==> src/rtl/spinet_pkg.sv <==
// Shared definitions for the SPI ring endpoint: packet layout, widths and frame FSM encoding.
package spinet_pkg;

  localparam int unsigned PKT_W  = 16;
  localparam int unsigned ADDR_W = 3;
  localparam int unsigned BCNT_W = 5;

  localparam logic [BCNT_W-1:0] BCNT_FRAME = BCNT_W'(16);
  localparam logic [BCNT_W-1:0] BCNT_SAT   = BCNT_W'(17);

  // Field positions: [15] valid, [14] reserved, [13:11] dest, [10:8] src, [7:0] payload.
  typedef struct packed {
    logic              valid;
    logic              rsvd;
    logic [ADDR_W-1:0] dest;
    logic [ADDR_W-1:0] src;
    logic [7:0]        payload;
  } pkt_t;

  typedef enum logic [1:0] {
    ST_IDLE  = 2'd0,
    ST_LOAD  = 2'd1,
    ST_SHIFT = 2'd2,
    ST_DONE  = 2'd3
  } frame_state_e;

endpackage

==> src/rtl/spinet_fifo.sv <==
// Small valid/ready FIFO; a push and pop in the same cycle both take effect, even when full.
module spinet_fifo #(
  parameter int unsigned WIDTH = 16,
  parameter int unsigned DEPTH = 2
) (
  input  logic             clk_i,
  input  logic             rst_i,
  input  logic             wr_valid_i,
  output logic             wr_ready_o,
  input  logic [WIDTH-1:0] wr_data_i,
  output logic             rd_valid_o,
  input  logic             rd_ready_i,
  output logic [WIDTH-1:0] rd_data_o
);

  localparam int unsigned PTR_W = (DEPTH > 1) ? $clog2(DEPTH) : 1;
  localparam int unsigned CNT_W = PTR_W + 1;

  logic [WIDTH-1:0] mem_q [DEPTH];
  logic [PTR_W-1:0] wr_ptr_q, rd_ptr_q;
  logic [CNT_W-1:0] cnt_q, cnt_d;
  logic             not_full_q, not_empty_q;
  logic             push_c, pop_c;

  assign pop_c  = rd_ready_i && not_empty_q;
  assign push_c = wr_valid_i && (not_full_q || pop_c);

  always_comb begin
    cnt_d = cnt_q + CNT_W'(push_c) - CNT_W'(pop_c);
  end

  // Flags are registered from the next occupancy so they track cnt_q exactly.
  always_ff @(posedge clk_i) begin
    if (rst_i) begin
      wr_ptr_q    <= '0;
      rd_ptr_q    <= '0;
      cnt_q       <= '0;
      not_full_q  <= 1'b1;
      not_empty_q <= 1'b0;
    end else begin
      if (push_c) wr_ptr_q <= wr_ptr_q + PTR_W'(1);
      if (pop_c)  rd_ptr_q <= rd_ptr_q + PTR_W'(1);
      cnt_q       <= cnt_d;
      not_full_q  <= (cnt_d != CNT_W'(DEPTH));
      not_empty_q <= (cnt_d != '0);
    end
  end

  always_ff @(posedge clk_i) begin
    if (push_c) mem_q[wr_ptr_q] <= wr_data_i;
  end

  assign wr_ready_o = not_full_q;
  assign rd_valid_o = not_empty_q;
  assign rd_data_o  = mem_q[rd_ptr_q];

endmodule

==> src/rtl/spi_endpoint.sv <==
// SPI slave bridging an external host to the ring: host frames go to TX, ring packets to RX.
module spi_endpoint
  import spinet_pkg::*;
#(
  parameter logic [ADDR_W-1:0] ADDR  = 3'd0,
  parameter int unsigned       DEPTH = 2
) (
  input  logic             wb_clk_i,
  input  logic             wb_rst_i,
  input  logic             sck,
  input  logic             ss,
  input  logic             mosi,
  output logic             miso,
  output logic             txrdy,
  output logic             rxrdy,
  output logic             out_valid,
  input  logic             out_ready,
  output logic [PKT_W-1:0] out_data,
  input  logic             in_valid,
  output logic             in_ready,
  input  logic [PKT_W-1:0] in_data
);

  logic [2:0] sck_q, ss_q;
  logic [1:0] mosi_q;
  logic       sck_rise_c, sck_fall_c, ss_fall_c, ss_rise_c;

  frame_state_e      state_q, state_d;
  logic [BCNT_W-1:0] bcnt_q, bcnt_d;
  logic [PKT_W-1:0]  rx_sr_q, rx_sr_d;
  logic [PKT_W-1:0]  tx_sr_q, tx_sr_d;
  logic              had_rx_q, had_rx_d;
  logic              miso_q, miso_d;
  logic              tx_push_c, rx_pop_c;
  pkt_t              stamp_c;

  logic              rx_valid_c, rx_push_c;
  logic [PKT_W-1:0]  rx_head_c;

  // Two sync stages plus one history stage for edge detection; idle values avoid false edges.
  always_ff @(posedge wb_clk_i) begin
    if (wb_rst_i) begin
      sck_q  <= 3'b000;
      ss_q   <= 3'b111;
      mosi_q <= 2'b00;
    end else begin
      sck_q  <= {sck_q[1:0], sck};
      ss_q   <= {ss_q[1:0], ss};
      mosi_q <= {mosi_q[0], mosi};
    end
  end

  assign sck_rise_c = sck_q[1] && !sck_q[2];
  assign sck_fall_c = !sck_q[1] && sck_q[2];
  assign ss_fall_c  = !ss_q[1] && ss_q[2];
  assign ss_rise_c  = ss_q[1] && !ss_q[2];

  always_ff @(posedge wb_clk_i) begin
    if (wb_rst_i) begin
      state_q  <= ST_IDLE;
      bcnt_q   <= '0;
      rx_sr_q  <= '0;
      tx_sr_q  <= '0;
      had_rx_q <= 1'b0;
      miso_q   <= 1'b0;
    end else begin
      state_q  <= state_d;
      bcnt_q   <= bcnt_d;
      rx_sr_q  <= rx_sr_d;
      tx_sr_q  <= tx_sr_d;
      had_rx_q <= had_rx_d;
      miso_q   <= miso_d;
    end
  end

  always_comb begin
    state_d   = state_q;
    bcnt_d    = bcnt_q;
    rx_sr_d   = rx_sr_q;
    tx_sr_d   = tx_sr_q;
    had_rx_d  = had_rx_q;
    tx_push_c = 1'b0;
    rx_pop_c  = 1'b0;
    case (state_q)
      ST_IDLE: begin
        if (ss_fall_c) state_d = ST_LOAD;
      end
      ST_LOAD: begin
        tx_sr_d  = rx_valid_c ? rx_head_c : '0;
        had_rx_d = rx_valid_c;
        rx_sr_d  = '0;
        bcnt_d   = '0;
        state_d  = ST_SHIFT;
      end
      ST_SHIFT: begin
        if (ss_rise_c) begin
          state_d = ST_DONE;
        end else begin
          if (sck_rise_c) begin
            rx_sr_d = {rx_sr_q[PKT_W-2:0], mosi_q[1]};
            if (bcnt_q != BCNT_SAT) bcnt_d = bcnt_q + BCNT_W'(1);
          end
          if (sck_fall_c) tx_sr_d = {tx_sr_q[PKT_W-2:0], 1'b0};
        end
      end
      ST_DONE: begin
        // Only an exact 16-bit frame commits; the RX head is released only once delivered.
        if (bcnt_q == BCNT_FRAME) begin
          rx_pop_c  = had_rx_q;
          tx_push_c = rx_sr_q[PKT_W-1];
        end
        tx_sr_d = '0;
        state_d = ST_IDLE;
      end
      default: state_d = ST_IDLE;
    endcase
    miso_d = (state_d != ST_IDLE) ? tx_sr_d[PKT_W-1] : 1'b0;
  end

  always_comb begin
    stamp_c     = pkt_t'(rx_sr_q);
    stamp_c.src = ADDR;
  end

  assign rx_push_c = in_valid && in_ready;

  spinet_fifo #(.WIDTH(PKT_W), .DEPTH(DEPTH)) u_tx_fifo (
    .clk_i      (wb_clk_i),
    .rst_i      (wb_rst_i),
    .wr_valid_i (tx_push_c),
    .wr_ready_o (txrdy),
    .wr_data_i  (PKT_W'(stamp_c)),
    .rd_valid_o (out_valid),
    .rd_ready_i (out_ready),
    .rd_data_o  (out_data)
  );

  spinet_fifo #(.WIDTH(PKT_W), .DEPTH(DEPTH)) u_rx_fifo (
    .clk_i      (wb_clk_i),
    .rst_i      (wb_rst_i),
    .wr_valid_i (rx_push_c),
    .wr_ready_o (in_ready),
    .wr_data_i  (in_data),
    .rd_valid_o (rx_valid_c),
    .rd_ready_i (rx_pop_c),
    .rd_data_o  (rx_head_c)
  );

  assign rxrdy = rx_valid_c;
  assign miso  = miso_q;

endmodule

==> config.mk <==
export PLATFORM = sky130hd
export DESIGN_NAME = spi_endpoint
export DESIGN_NICKNAME = d
export VERILOG_FILES = /design/src/rtl/spinet_pkg.sv /design/src/rtl/spinet_fifo.sv /design/src/rtl/spi_endpoint.sv
export SDC_FILE = /design/constraint.sdc
export NUM_CORES = 1
export LEC_CHECK = 0
export CAP_MARGIN = 10
export CORE_MARGIN = 2
export CORE_UTILIZATION = 47
export CTS_CLUSTER_DIAMETER = 30
export CTS_CLUSTER_SIZE = 40
export DETAILED_ROUTE_END_ITERATION = 8
export PLACE_DENSITY_LB_ADDON = 0.15
export SETUP_SLACK_MARGIN = 0.2
export SLEW_MARGIN = 20
export SYNTH_ARGS = -nofsm -noshare
export SYNTH_HDL_FRONTEND = slang
export SYNTH_SLANG_ARGS = --single-unit
==> constraint.sdc <==
create_clock -name wb_clk_i -period 3.4 [get_ports wb_clk_i]
set_input_delay 0.68 -clock wb_clk_i [delete_from_list [all_inputs] [get_ports wb_clk_i]]
set_output_delay 0.68 -clock wb_clk_i [all_outputs]
set_load 0.03 [all_outputs]
Yosys cells after proc, flatten, opt, wreduce, memory -nomap -nowiden
Memories as Yosys holds them, arrays and structs flattened. A register that Yosys moved wholly into a read port is not among the register bits.
Cells that the tools add are included.
{ "totals": {"regBits": 61, "elab_cells": 94, "input_bits": 23, "ramBits": 58, "out_inout_bits": 21, "memories": 2} }
{ "classes": {"n_addsub": 9, "bitwise": 1, "mux": 26, "reduce_logical": 25, "n_eq_ne": 11} }
{ "mem_list": {"columns": ["name", "depth", "word_bits", "read_ports", "rd_clocked_by_memory_dff", "write_ports", "line", "text"], "rows": [
  ["u_rx_fifo.mem_q", 2, 16, 1, 1, 1, "spinet_fifo.sv:19", "logic [WIDTH-1:0] mem_q [DEPTH];"],
  ["u_tx_fifo.mem_q", 2, 13, 1, 1, 1, "spinet_fifo.sv:19", null]
]} }
{ "op_table": {"columns": ["cell", "count"], "rows": [
  ["$mux 16", 5],
  ["$pmux 16 s3", 1],
  ["$pmux 16 s2", 1],
  ["$mux 5", 3],
  ["$mux 1", 12],
  ["$ne 2x2->1 const B", 6],
  ["$pmux 5 s2", 1],
  ["$logic_and 1x1->1", 9],
  ["$pmux 2 s4", 1],
  ["$reduce_bool 2->1", 4],
  ["$reduce_and 3->1", 2],
  ["$add 5x1->5 const B", 1],
  ["$eq 5x5->1 const B", 1],
  ["$ne 5x5->1 const B", 1],
  ["$add 1x1->1 const B", 4],
  ["$add 2x1->2", 2],
  ["$eq 2x2->1 const B", 2],
  ["$logic_not 1->1", 4],
  ["$mux 2", 2],
  ["$reduce_and 4->1", 1],
  ["$sub 2x1->2", 2],
  ["$reduce_bool 3->1", 1],
  ["$eq 2x1->1 const B", 1],
  ["$logic_not 2->1", 1],
  ["3 further kinds", 4]
]} }

Depth between registers and ports, before layout
{ "depth": {"depth_word": 9, "depth_mapped": 11, "mapped_depth_nobuf": 11} }

Hierarchy
A second synthesis with hierarchy kept.
{ "unflattened": {"cells_unflattened": 378, "hier_area_um2": 4989.8} }
{ "modules_own_cells": {"columns": ["module", "cells_per_inst", "instances", "area_per_inst_um2", "seq_area_each_um2"], "rows": [
  ["spinet_fifo", 77, 2, 1448.9, 1101.1],
  ["spi_endpoint", 224, 1, 2092.0, 980.9]
]} }

Worst setup path after synthesis
No wires, ideal clock.
{ "synth_timing": {"path_type": "reg-to-reg", "start": "reg bcnt_q[0]", "end": "reg u_rx_fifo.not_empty_q (netlist: u_rx_fifo.rd_valid_o)", "n_path_buf": 0, "arrival_time_ps": 2042, "setup_ps": 123, "stages_incl_launch_ff": 12, "t_required_ps": 3277, "setup_slack_ps": 1234, "period_less_slack_ps": 2166, "cell_sequence": "dfxtp_1 -> inv_1 -> ha_1 -> and2_1 -> and4_1 -> ha_1 -> inv_1 -> ha_1 -> xor2_1 -> xnor2_1 -> nor2_1 -> or2_2"} }
{ "synth_between": {"elab_chain_cells": 9} }
{ "synth_rtl": {"columns": ["item", "line", "text"], "rows": [
  ["start: declaration", "spi_endpoint.sv:29", "logic [BCNT_W-1:0] bcnt_q, bcnt_d;"],
  ["start signal: assignment", "spi_endpoint.sv:68", "bcnt_q <= bcnt_d;"],
  ["$eq 5x5->1 (*)", "spi_endpoint.sv:108", "if (bcnt_q == BCNT_FRAME) begin"],
  ["$mux 1 (*)", "spi_endpoint.sv:108", null],
  ["$mux 1 (*)", "spi_endpoint.sv:84", "case (state_q)"],
  ["$logic_and 1x1->1 (*)", "spinet_fifo.sv:25", "assign pop_c = rd_ready_i && not_empty_q;"],
  ["named net u_rx_fifo.pop_c", "spinet_fifo.sv:23", "logic push_c, pop_c;"],
  ["$logic_or 1x1->1", "spinet_fifo.sv:26", "assign push_c = wr_valid_i && (not_full_q || pop_c);"],
  ["$logic_and 1x1->1", "spinet_fifo.sv:26", null],
  ["$add 2x1->2", "spinet_fifo.sv:29", "cnt_d = cnt_q + CNT_W'(push_c) - CNT_W'(pop_c);"],
  ["$sub 2x1->2 (*)", "spinet_fifo.sv:29", null],
  ["$reduce_bool 2->1 (*)", "spinet_fifo.sv:45", "not_empty_q <= (cnt_d != '0);"],
  ["end signal: assignment", "spinet_fifo.sv:45", null],
  ["end: declaration", "spinet_fifo.sv:22", "logic not_full_q, not_empty_q;"]
]} }
The timed path passes the listed nets; every way through them passes the cells marked *.
A chain may end at the register's enable or synchronous reset.

==> flow_metrics.py <==
metrics = {
    "die": {
        "die_width_microns": 104,
        "fp.dieArea_sq_um": 10800,
        "rows": 36,
        "pin_count": 44,
        "die_y_microns": 104,
        "core_sq_um": 9730,
        "start_util": 0.484,
    },
    "worst_setup_path": {
        "critPathMaxFanout": 13,
        "arrival_ns": 2.20,
        "worst_setup_path_start_kind": "flip-flop",
        "path_cells": "mux2_2 > clkdlybuf4s50_1",
        "path_class": "flip-flop to primary output",
        "r2r_setup_slack_ns": 1.00,
        "path_buf_inv": 1,
        "max_stage_delay_ns": 0.68,
        "cp_data_required_time_ns": 2.72,
        "path_delay_family": "flip-flops",
        "r2r_start": "bcnt_q[0]$_SDFFE_PP0P_",
        "crit_slowest_cell": "dfxtp_1",
        "critPathCaptureType": "primary output",
    },
    "drt": {
        "drc_errors": 0,
        "post_drt_wl_per_cell_microns": 13.5,
        "drt_iter0_markers": 98,
        "ant_nets": 0,
        "routed_wl_microns": 7660,
        "vias": 2922,
        "first_pass_iters": 4,
        "drt-vias-per-instance": 5.14,
    },
    "timing": {
        "rsz0062_at_grt": "no",
        "maxSlewViolCount": 0,
        "setup_slack_ns": 0.517,
        "min_period_over_period": 0.848,
        "whs_ns": 0.408,
        "setup_viol": 0,
        "tightest_slew_ns": 1.04,
        "timing.final.crit_period_ns": 2.88,
        "fmax_mhz": 347,
        "fin_tns_setup_ns": 0,
        "slew_headroom": 0.309,
        "hold_viol": 0,
        "fin_worst_skew_ns": 0.00804,
    },
    "yosys": {
        "synth_area_per_cell_sq_um": 12.4,
        "synth_edf_count": 58,
        "synth_area_leaders": "edfxtp_1, dfxtp_1, a22oi_1",
        "yosys_warnings": 0,
        "async_reset_ff_frac": 0,
        "syn_inst": 379,
        "synth_flop_cell": "dfxtp_1",
        "synth_cell_type_count": 44,
        "synth_seq_cells": 121,
        "yosysSeqAreaShare": 0.637,
        "syn-cell-area_sq_um": 4710,
        "synth_top_cell_by_area": "edfxtp_1",
        "yosysTopAreaCellShare": 0.370,
    },
    "place": {
        "hpwlAfterDp_microns": 4960,
        "io_buffers": 40,
        "gp_congestion": 0.752,
        "placed_area_sq_um": 5190,
        "dp_slack_ns": 0.785,
    },
    "global_routing": {
        "grt.total_usage": 0.152,
        "grt_pass1_vias": 2907,
        "gr-total-overflow": 0,
        "grt_max_degree": 59,
        "grt_pass1_wl_microns": 13000,
        "antenna_found_initial": 0,
    },
    "clock_network": {
        "cts_tree": "built",
        "cts_resized": 0,
        "clkLatencyLatePin_ns": 0.51,
        "post_cts_buffers": 0,
        "hold_buffers": 0,
        "clkSlewWorstSetupHoldPaths_ns": 0.06,
        "cts_buffers": 17,
        "clock-sinks": 121,
        "ctsRootBufferMaster": "clkbuf_8",
        "htree_levels": 4,
        "clk_path_buf_depth": 2,
    },
    "power_and_ir_drop": {
        "power.leakage_uw": 0.00200,
        "power_density_nw_per_um2": 678,
        "max-vdd-ir-drop_uv": 347,
    },
    "finish": {
        "antenna_cells": 0,
        "fin_nets": 457,
        "stdcell_area_sq_um": 5780,
        "utilization": 0.594,
        "layout-drive-gt1-share": 0.138,
        "area_growth_pct": 22.6,
    },
    "hold_path": {
        "min_from": "ss_q[0]$_SDFF_PP1_",
        "hold_class": "flip-flop to flip-flop",
    },
    "status": {
        "status": "completed",
    },
    "run": {
        "drv_cap": 0,
    },
}
## logic make-up (layout without fill, tap and decap cells)
kind of cell,Yosys count,after routing,synth area share
AO/OA/AOI/OAI,80,80,0.112
XOR/XNOR,8,8,0.0149
adder cells (fa/ha/maj),11,11,0.0292
buffers and inverters,32,87,0.0332
flip-flops,121,121,0.637
multiplexers,29,29,0.0651
other,1,3,0.000796
AND/OR/NAND/NOR,97,97,0.108
## where the power goes
group / internal [uW] / leakage [uW] / switching, uW
sequential: 1610 / 0.00105 / 49.1
combinational: 226 / 0.000680 / 325
clock: 1050 / 0.000273 / 656
## synth_stat cells, types with 2 or more instances
cell type	n
and3_1	3
nand2b_1	3
edfxtp_1	58
o21ai_0	18
dfxtp_1	63
nand3_1	4
nand4_1	2
inv_1	11
a22oi_1	30
a21oi_1	22
or2_2	6
nor2b_1	14
clkbuf_1	7
nand2_1	4
ha_1	11
or3_1	6
and2b_1	2
nor2_1	44
buf_1	2
mux2_2	13
xor2_1	3
and2_1	3
buf_2	5
buf_4	6
mux2i_1	16
xnor2_1	5
## path summary, 6_finish.rpt
check	to	cells past startpoint
hold / removal	ss_q[1]$_SDFF_PP1_	1
hold reg to reg	ss_q[1]$_SDFF_PP1_	1
setup reg to reg	u_rx_fifo.rd_valid_o$_SDFF_PP0_	11
setup / recovery	out_data[14]	2
## worst register-to-register path, delay by kind of cell, from the launching register on
kind	cells	cell delay, ns
xor gates and xnor gates	2	0.34
adders and majority gates	3	0.63
DFF	1	0.41
and+or+nand+nor	4	0.78
buffers and inverters	2	0.13
## sequential cells by signal, indices dropped and copies added, names as in the netlist, 2 cells and up, named ones only
register         flops
tx_sr_q             16
u_tx_fifo.cnt_q      2
u_tx_fifo.mem_q     26
ss_q                 3
u_rx_fifo.cnt_q      2
u_rx_fifo.mem_q     32
bcnt_q               5
rx_sr_q             16
state_q              2
mosi_q               2
sck_q                3
## layout by cell type, fill, tap and decap left out, drive strengths merged, types with 2 or more instances in the layout
cell           count
clkinvlp           4
edfxtp            58
and3               3
nand2b             4
nand4              2
dfxtp             63
or3                6
inv               15
ha                11
nor2b             14
a31oi              2
buf                5
a21oi             22
bufinv             2
xnor2              5
nand2              4
and2b              2
xor2               3
or2                6
mux2              13
clkbuf            17
clkdlybuf4s50     39
nor2              44
clkinv             5
nand3              4
and2               3
o21ai             19
mux2i             16
conb               3
a22oi             30
## layer usage
| metal | track usage | up-vias | wire length [microns] |
|---|---|---|---|
| met5 | 0 | - | 0 |
| met4 | 0.0734 | 0 | 134 |
| met3 | 0.0476 | 16 | 312 |
| met2 | 0.268 | 58 | 3980 |
| met1 | 0.165 | 1395 | 3230 |
| li1 | - | 1453 | - |
## metrics by stage
stage	cells	power, uW
6_report	569	3920
5_1_grt	569	4090
4_1_cts	569	3960
3_5_place_dp	537	2240
3_3_place_gp	537	2230
2_1_floorplan	381	2090
## layout make-up
| cell class | count | area (sq um) |
|---|---|---|
| clock buffers | 17 | 414 |
| clock inverters | 15 | 168 |
| fillers | 809 | 3950 |
| inverters | 11 | 41.3 |
| multi-input cells | 228 | 1560 |
| flip-flops and latches | 121 | 3000 |
| well taps | 133 | 166 |
| repair buffers | 44 | 425 |
Power figures use the tool's default switching activity.
